$ cat src/rtl/ram_pkg.sv
// Shared definitions for the parametrised single-port data RAM:
// controller state encoding and the default geometry constants.
package ram_pkg;

  // Controller states: sweeping the array, or serving requests.
  typedef enum logic {
    ST_CLEAR = 1'b0,
    ST_IDLE  = 1'b1
  } ram_state_t;

  // Defaults reproduce the original 12 x 8 scratch RAM.
  localparam int DATA_W_DEF = 8;
  localparam int ADDR_W_DEF = 8;
  localparam int DEPTH_DEF  = 12;

  // Index width needed to address 'depth' words (at least one bit).
  function automatic int idx_width(input int depth);
    return (depth > 1) ? $clog2(depth) : 1;
  endfunction

endpackage

$ cat src/rtl/ram_sp_core.sv
// Bare storage array for ram_sp_param: one shared address, one write port and
// a registered read port. Addresses at or beyond DEPTH never touch the array;
// such reads load zero into the read register instead.
module ram_sp_core
  import ram_pkg::*;
#(
  parameter int DATA_W = DATA_W_DEF,
  parameter int ADDR_W = ADDR_W_DEF,
  parameter int DEPTH  = DEPTH_DEF
) (
  input  logic              clk,
  input  logic              rst,
  input  logic [ADDR_W-1:0] addr,
  input  logic              we,
  input  logic [DATA_W-1:0] wdata,
  input  logic              re,
  output logic [DATA_W-1:0] rdata
);

  localparam int IDX_W = idx_width(DEPTH);
  // One extra bit so that DEPTH = 2^ADDR_W is representable.
  localparam logic [ADDR_W:0] DEPTH_X = (ADDR_W + 1)'(DEPTH);

  logic [DATA_W-1:0] mem [0:DEPTH-1];
  logic              addr_ok;
  logic [IDX_W-1:0]  idx;

  assign addr_ok = ({1'b0, addr} < DEPTH_X);
  assign idx     = addr[IDX_W-1:0];

  // Array write; the array itself has no reset, the clear sweep initialises it.
  always_ff @(posedge clk) begin
    if (we && addr_ok) begin
      mem[idx] <= wdata;
    end
  end

  // Registered read port; holds its value until the next read.
  always_ff @(posedge clk or posedge rst) begin
    if (rst) begin
      rdata <= '0;
    end else if (re) begin
      rdata <= addr_ok ? mem[idx] : '0;
    end
  end

endmodule

$ cat src/rtl/ram_sp_param.sv
// Parametrised single-port synchronous data RAM with request/valid handshake,
// hardware clear sweep and out-of-range detection.
//
// Optional build macro RAM_SP_PARAM_OUTREG_EN: adds an output register stage,
// making read latency 2 cycles (valid and err travel with the data). Without
// the macro, read latency is 1 cycle.
//
// state    | meaning
// ---------+-------------------------------------------------------------
// ST_CLEAR | writing INIT_VAL to mem[ptr] each cycle; busy, requests ignored
// ST_IDLE  | accepting a request on every edge where req = 1
module ram_sp_param
  import ram_pkg::*;
#(
  parameter int                DATA_W   = DATA_W_DEF,
  parameter int                ADDR_W   = ADDR_W_DEF,
  parameter int                DEPTH    = DEPTH_DEF,
  parameter logic [DATA_W-1:0] INIT_VAL = '0
) (
  input  logic              clk,
  input  logic              rst,
  input  logic              req,
  input  logic              we,
  input  logic              clr,
  input  logic [ADDR_W-1:0] dir,
  input  logic [DATA_W-1:0] dato_e,
  output logic [DATA_W-1:0] dato_s,
  output logic              valid,
  output logic              busy,
  output logic              err
);

  localparam logic [ADDR_W:0]   DEPTH_X  = (ADDR_W + 1)'(DEPTH);
  localparam logic [ADDR_W-1:0] LAST_PTR = (ADDR_W)'(DEPTH - 1);

  ram_state_t        state_q, state_d;
  logic [ADDR_W-1:0] ptr_q, ptr_d;

  logic              in_range;
  logic [ADDR_W-1:0] core_addr;
  logic              core_we;
  logic [DATA_W-1:0] core_wdata;
  logic              core_re;
  logic [DATA_W-1:0] core_rdata;

  logic              valid_d, err_d;
  logic              valid_q1, err_q1;

  // Compared at ADDR_W+1 bits so a full-size array never flags an error.
  assign in_range = ({1'b0, dir} < DEPTH_X);

  // Next-state and array-control decode; clr takes priority over req.
  always_comb begin
    state_d    = state_q;
    ptr_d      = ptr_q;
    core_addr  = dir;
    core_we    = 1'b0;
    core_wdata = dato_e;
    core_re    = 1'b0;
    valid_d    = 1'b0;
    err_d      = 1'b0;
    case (state_q)
      ST_CLEAR: begin
        core_addr  = ptr_q;
        core_we    = 1'b1;
        core_wdata = INIT_VAL;
        if (ptr_q == LAST_PTR) begin
          state_d = ST_IDLE;
          ptr_d   = '0;
        end else begin
          ptr_d = ptr_q + 1'b1;
        end
      end
      ST_IDLE: begin
        if (clr) begin
          state_d = ST_CLEAR;
          ptr_d   = '0;
        end else if (req) begin
          core_we = we && in_range;
          core_re = !we;
          valid_d = !we;
          err_d   = !in_range;
        end
      end
      default: begin
        state_d = ST_CLEAR;
        ptr_d   = '0;
      end
    endcase
  end

  // State and sweep pointer; reset parks the FSM at the start of a sweep.
  always_ff @(posedge clk or posedge rst) begin
    if (rst) begin
      state_q <= ST_CLEAR;
      ptr_q   <= '0;
    end else begin
      state_q <= state_d;
      ptr_q   <= ptr_d;
    end
  end

  // Handshake flags aligned with the registered read data.
  always_ff @(posedge clk or posedge rst) begin
    if (rst) begin
      valid_q1 <= 1'b0;
      err_q1   <= 1'b0;
    end else begin
      valid_q1 <= valid_d;
      err_q1   <= err_d;
    end
  end

  ram_sp_core #(
    .DATA_W (DATA_W),
    .ADDR_W (ADDR_W),
    .DEPTH  (DEPTH)
  ) u_core (
    .clk   (clk),
    .rst   (rst),
    .addr  (core_addr),
    .we    (core_we),
    .wdata (core_wdata),
    .re    (core_re),
    .rdata (core_rdata)
  );

  assign busy = (state_q == ST_CLEAR);

`ifdef RAM_SP_PARAM_OUTREG_EN
  logic [DATA_W-1:0] dato_q2;
  logic              valid_q2, err_q2;

  // Extra output stage; not flushed by clr, so an in-flight read still lands.
  always_ff @(posedge clk or posedge rst) begin
    if (rst) begin
      dato_q2  <= '0;
      valid_q2 <= 1'b0;
      err_q2   <= 1'b0;
    end else begin
      valid_q2 <= valid_q1;
      err_q2   <= err_q1;
      if (valid_q1) begin
        dato_q2 <= core_rdata;
      end
    end
  end

  assign dato_s = dato_q2;
  assign valid  = valid_q2;
  assign err    = err_q2;
`else
  assign dato_s = core_rdata;
  assign valid  = valid_q1;
  assign err    = err_q1;
`endif

endmodule

$ cat config.mk
export PLATFORM = sky130hd
export DESIGN_NAME = ram_sp_param
export DESIGN_NICKNAME = d
export VERILOG_FILES = /design/src/rtl/ram_pkg.sv /design/src/rtl/ram_sp_core.sv /design/src/rtl/ram_sp_param.sv
export SDC_FILE = /design/constraint.sdc
export NUM_CORES = 1
export LEC_CHECK = 0
export ABC_AREA = 0
export BUFFER_PORTS_ARGS = -buffer_cell sky130_fd_sc_hd__buf_2
export CORE_MARGIN = 4
export CORE_UTILIZATION = 60
export CTS_CLUSTER_SIZE = 14
export DETAILED_ROUTE_END_ITERATION = 10
export PLACE_DENSITY = 0.87
export SLEW_MARGIN = 15
export SYNTH_ARGS = -nofsm -noshare
export SYNTH_HDL_FRONTEND = slang
export SYNTH_HIERARCHICAL = 1
export SYNTH_SLANG_ARGS = --single-unit
export TNS_END_PERCENT = 1
$ cat constraint.sdc
create_clock -name clk -period 3.3 [get_ports clk]
set_input_delay 0.33 -clock clk [delete_from_list [all_inputs] [get_ports clk]]
set_output_delay 0.33 -clock clk [all_outputs]
set_load 0.05 [all_outputs]
==> results of run 1 <==
==> critical path, cell delays in order (launching register included) <==
cell	delay, ns
dfrtp_1	0.36
buf_4	0.23
mux2_2	0.37
nor4_1	0.57
nand3_1	0.50
nor4_1	0.44
buf_4	0.23
==> path summary, 6_finish.rpt <==
path                       cells past startpoint                to  startpoint  slack (ns)
setup / recovery                               6  u_core/mem[3][5]     state_q        0.31
hold / removal                                 2          ptr_q[4]         clr        0.06
setup reg to reg                               6  u_core/mem[3][5]     state_q        0.31
hold reg to reg                                2          ptr_q[7]    ptr_q[7]        0.57
max in group asynchronous                      3          ptr_q[7]         rst        2.61
min in group asynchronous                      3   u_core/rdata[3]         rst        0.33
==> cell type report <==
cell class | count | area, um2
Timing Repair Buffer | 52 | 315
Multi-Input combinational cell | 140 | 1370
Inverter | 4 | 15.0
Clock buffer | 17 | 414
Sequential cell | 115 | 3360
Clock inverter | 15 | 149
Fill cell | 439 | 2020
Tap cell | 102 | 128
==> stage by stage <==
stage / power (mW) / hold WS, ns / worst slack (ns)
finish: 5.39 / 0.0647 / 0.311
global route: 5.65 / 0.0450 / 0.260
CTS: 5.41 / 0.0422 / 0.410
detailed placement: 3.68 / 0.311 / 0.619
global placement: 3.62 / 0.299 / 0.768
floorplan: 3.31 / 0.146 / 0.345
==> sequential cells by signal (all words and copies together), names as in the netlist <==
name / flops
err: 1
ptr_q: 8
state_q: 1
u_core/mem: 96
u_core/rdata: 8
valid: 1
==> cells by family after synthesis <==
family	after synthesis	share of synthesized area, %
flip-flops	115	69.4
AO/OA/AOI/OAI	29	4.29
XOR/XNOR	4	0.724
multiplexers	40	15.2
adder cells (fa/ha/maj)	1	0.259
buffers and inverters	19	2.46
AND/OR/NAND/NOR	66	7.60
==> where the power goes <==
part           switching, mW  internal [mW]  leakage, nW
sequential             0.138           1.84         1.14
combinational           1.02          0.705        0.694
clock                  0.676           1.02        0.272
total                   1.83           3.56         2.11
==> cell usage in the layout, fill, tap and decap left out, types with 8 or more instances in the layout <==
cell type,n
nand2_1,15
dfrtp_1,19
clkbuf_16,16
a41oi_1,8
mux2_2,8
mux4_2,17
edfxtp_1,96
buf_4,20
buf_2,31
nor2b_1,8
mux2i_1,8
and2_1,9
==> repair_timing <==
item                                    in CTS  in global routing
endpoints found under the setup margin       0                  0
hold buffers                                 1                  0
hold endpoints to repair                    19                  0
==> per-layer routing <==
layer  routed length, um  part of all wire, %  track usage, %
met5                   0                    0               0
met3                 608                  6.0            6.50
met4                 271                  2.7            10.3
met1                4070                   40            29.5
met2                5170                   51            37.6
==> impl_metrics.py, run 1 <==
metrics = {
    "status": {
        "status": "completed",
    },
    "finish": {
        "final_util_pct": 74.0,
        "syn2layout_area_growth_pct": 18.8,
        "nNetsFinal": 352,
        "diodes": 0,
        "final_cells": 445,
        "layout-drive-gt1-share_pct": 33.8,
        "finalInstanceArea_um2": 5750,
    },
    "timing": {
        "worst_pin_slew_ns": 0.965,
        "final_max_slew_viol_count": 0,
        "fin_skew_ns": 0.00713,
        "timing.max_slew.rel_slack_pct": 35.7,
        "final.period_utilization_pct": 90.6,
        "rsz0062_at_grt": "no",
        "hold_viol_final": 0,
        "fmax_ghz": 0.335,
        "setup_tns_ns": 0,
        "min_period_ns": 2.99,
        "setup_viol": 0,
    },
    "global_routing": {
        "grt_max_degree": 33,
        "overflow": 0,
        "antenna_found_initial": 0,
        "grt_pass1_vias": 2988,
        "grt_pass1_wl_um": 16600,
        "track_usage_pct": 23.2,
    },
    "drt": {
        "vias": 2828,
        "drt_first_iter_violations": 240,
        "route.detailed.drc": 0,
        "wl_per_cell_um": 22.8,
        "ant_nets": 0,
        "firstDrtPassIters": 4,
        "wirelength_um": 10100,
        "vias_per_cell": 6.36,
    },
    "clocking": {
        "clk_pin_slew_worst_paths_ns": 0.06,
        "cts-htree-levels": 4,
        "clk_latency_ns": 0.52,
        "cts_tree": "yes",
        "clock-sinks": 115,
        "clockRootBuffer": "clkbuf_8",
        "cts_buffers": 17,
        "clk_path_buf_depth": 2,
        "cts_setup_buffers": 0,
        "cts_resized": 0,
    },
    "yosys": {
        "synth_edf_count": 96,
        "synth_area_leaders": "edfxtp_1 (60%), dfrtp_1 (9.8%), mux4_2 (7.9%)",
        "synthesis.nets": 296,
        "synth-seq-cells": 115,
        "synth_flop_cell": "edfxtp_1",
        "syn_area_um2": 4840,
        "synthCells": 274,
        "netlist.area_leader.share_pct": 59.6,
        "synth-warning-count": 6,
        "synth_top_cell_by_area": "edfxtp_1",
        "yosysSeqAreaShare_pct": 69.4,
        "async_reset_ff_share_pct": 16.5,
        "yosysUniqueCellTypes": 41,
        "synth_common_cells": "edfxtp_1 (96), dfrtp_1 (19), mux4_2 (17)",
        "avgSynthCellArea_um2": 17.7,
        "yosysMostFrequentCell": "edfxtp_1",
    },
    "placed_design": {
        "place.gp.congestion": 0.908,
        "dp_cells": 412,
        "dp_hpwl_um": 6650,
        "port_buffers": 31,
        "placed_area_um2": 5170,
    },
    "job": {
        "maxCapViolations": 0,
    },
    "floorplan": {
        "ios": 32,
        "die_area_um2": 9560,
        "row_count": 32,
        "die_h_um": 97.8,
        "start_util_pct": 62.3,
        "die_x_um": 97.8,
        "core_um2": 7770,
    },
    "critical_path": {
        "crit_type": "reg2reg",
        "cp.arrival_ns": 3.22,
        "cp-start-kind": "flop",
        "crit_required_ns": 3.53,
        "cp_max_fo": 17,
        "worst_setup_path_end_kind": "flop",
    },
    "power": {
        "power.density_nw_per_um2": 939,
        "leakagePower_nw": 2.11,
        "worst_ir_drop_vdd_uv": 581,
    },
    "min_path": {
        "min-delay-path-class": "in2reg",
    },
}
No activity file was read; power rests on OpenSTA's default activity.
==> run 2: changes to the inputs <==
CELL_PAD_IN_SITES_DETAIL_PLACEMENT = 1   (was unset)
CELL_PAD_IN_SITES_GLOBAL_PLACEMENT = 1   (was unset)
CORE_UTILIZATION = 52   (was 60)
==> run 2 against run 1 <==
Effect of this change:
- routed wire length grew 35%
- utilization shrank 9.7 points
- via count grew 4.7%
- clock skew shrank 0.0013 ns
- combinational power grew 6%
- non-clock buffer count shrank 4
- critical path depth is the same
- register-to-register slack lost 0.14 ns
- sequential cell count is the same
- largest power group unchanged
==> impl_metrics.py, run 2 (same netlist as run 1, synthesis figures left out) <==
metrics = {
    "critical_path": {
        "critPathCapture": "u_core/mem[0][4]",
        "worst_path_max_delay_cell": "dfrtp_1",
        "cp_max_fo": 17,
        "worstSetupStartpoint": "state_q",
        "crit_type": "reg2reg",
        "crit_path_max_incr_delay_ns": 0.70,
        "rr_startpoint": "state_q",
        "cp-start-kind": "flop",
        "crit_chain": "mux2_2 > nor4_2 > buf_4 > nand3_1 > nor4b_2 > buf_4",
        "cp.arrival_ns": 3.35,
        "ff2ff_path_depth": 6,
        "cpMostUsedCell": "buf_4",
        "r2r-end": "u_core/mem[0][4]",
        "r2r_setup_slack_ns": 0.17,
        "crit_required_ns": 3.52,
        "worst_setup_path_end_kind": "flop",
    },
    "placed_design": {
        "dp_cells": 414,
        "port_buffers": 31,
        "dp_hpwl_um": 7880,
        "place.gp.congestion": 0.803,
        "placed_area_um2": 5160,
    },
    "clocking": {
        "clk_path_buf_depth": 2,
        "clk_latency_ns": 0.53,
        "cts_tree": "yes",
        "cts_buffers": 17,
        "cts-htree-levels": 4,
        "cts_setup_buffers": 0,
        "clockRootBuffer": "clkbuf_8",
        "clock-sinks": 115,
        "clk_pin_slew_worst_paths_ns": 0.06,
    },
    "finish": {
        "nNetsFinal": 348,
        "finalInstanceArea_um2": 5720,
        "final_cells": 447,
        "final_util_pct": 64.3,
        "mostFrequentLayoutCell": "edfxtp_1",
        "syn2layout_area_growth_pct": 18.2,
        "top_regs": "u_core/mem (96), ptr_q (8), u_core/rdata (8)",
        "regMostFlops": "u_core/mem",
        "final_cell_mix": "edfxtp_1 (96), buf_2 (31), dfrtp_1 (19)",
        "diodes": 0,
        "largest_register_ff_count": 96,
        "layout-drive-gt1-share_pct": 33.0,
    },
    "floorplan": {
        "ios": 32,
        "core_um2": 8890,
        "die_area_um2": 10900,
        "die_x_um": 104,
        "die_h_um": 104,
        "row_count": 34,
        "start_util_pct": 54.4,
    },
    "drt": {
        "firstDrtPassIters": 6,
        "wirelength_um": 13700,
        "vias": 2960,
        "route.detailed.drc": 0,
        "vias_per_cell": 6.62,
        "ant_nets": 0,
        "wl_per_cell_um": 30.5,
        "drt_first_iter_violations": 304,
    },
    "power": {
        "p_switching_mw": 2.01,
        "combPwrFrac_pct": 32.7,
        "swShare_pct": 36.2,
        "leakagePower_nw": 2.08,
        "p_int_mw": 3.55,
        "worst_ir_drop_vdd_uv": 407,
        "power.density_nw_per_um2": 973,
        "p_clk_share_pct": 30.9,
        "power_frac_seq_pct": 36.4,
    },
    "timing": {
        "worst_pin_slew_ns": 0.629,
        "rsz0062_at_grt": "no",
        "min_period_ns": 3.13,
        "final_max_slew_viol_count": 0,
        "setup_viol": 0,
        "fmax_ghz": 0.320,
        "timing.max_slew.rel_slack_pct": 58.1,
        "fin_skew_ns": 0.00581,
        "final.period_utilization_pct": 94.7,
        "hold_viol_final": 0,
        "setup_tns_ns": 0,
    },
    "global_routing": {
        "antenna_found_initial": 0,
        "grt_pass1_vias": 3256,
        "grt_max_degree": 33,
        "grt_pass1_wl_um": 20800,
        "track_usage_pct": 27.0,
        "overflow": 0,
    },
    "min_path": {
        "min-delay-path-class": "in2reg",
    },
    "status": {
        "status": "completed",
    },
    "job": {
        "maxCapViolations": 0,
    },
}
## run 2: cell count changes in the layout (fill, tap and decap cells not counted)
| cell | before | now |
|---|---|---|
| nor4_1 | 7 | 6 |
| clkinvlp_4 | 2 | 3 |
| clkinv_2 | 1 | 3 |
| mux2_2 | 8 | 7 |
| inv_6 | 5 | 3 |
| clkinv_4 | 5 | 4 |
| inv_8 | 1 | 0 |
| clkinv_1 | 0 | 1 |
| mux2_4 | 0 | 1 |
| buf_4 | 20 | 16 |
| nor4_2 | 0 | 1 |
## run 2: worst min path at each step
stage / from / to / cells after the start
3_5_place_dp: rst / u_core/rdata[2] / 2
5_1_grt: clr / ptr_q[4] / 2
3_3_place_gp: rst / u_core/rdata[2] / 2
4_1_cts: clr / ptr_q[4] / 2
2_1_floorplan: rst / u_core/rdata[0] / 1
6_report: clr / ptr_q[4] / 2
## run 2: power by group through the flow
stage	Sequential (mW)	Clock, mW	Combinational (mW)
2_1_floorplan	2.07	0	1.24
3_3_place_gp	2.00	0	1.62
3_5_place_dp	2.03	0	1.74
4_1_cts	2.02	1.73	1.80
5_1_grt	2.04	1.81	1.92
6_report	2.02	1.72	1.82
## run 2: metrics by stage
stage | power, mW | hold slack, ns | setup WS (ns)
floorplan | 3.31 | 0.146 | 0.345
global placement | 3.62 | 0.326 | 0.493
detailed placement | 3.77 | 0.330 | 0.315
CTS | 5.55 | 0.0577 | 0.189
global route | 5.78 | 0.0739 | 0.0804
finish | 5.56 | 0.0753 | 0.174
## run 2: what timing repair did
item                                   4_1_cts  5_1_grt
endpoints found under the hold margin       19        0
resized for setup                            0        1
hold buffers                                 1        0
setup endpoints to repair                    0        1
## run 2: critical path, delay by kind of cell, from the launching register on
kind / cells / cell delay (ns)
flops: 1 / 0.70
mux: 1 / 0.41
simple gates: 3 / 1.15
buf+inv: 2 / 0.56
## run 2: area by class of cell
class / count / area [um2]
clock inverter: 15 / 133
sequential: 115 / 3360
clock buffer: 17 / 414
timing repair buffer: 48 / 285
inverter: 4 / 15.0
tap: 108 / 135
multi-input combinational: 140 / 1380
fill: 761 / 3170
## run 2: routing by layer
metal	GRT usage (%)	wire length [um]	up-vias
met5	0	0	-
met4	14.1	570	0
met3	6.70	1010	47
met2	44.0	7000	170
met1	33.4	5070	1534
li1	-	-	1209
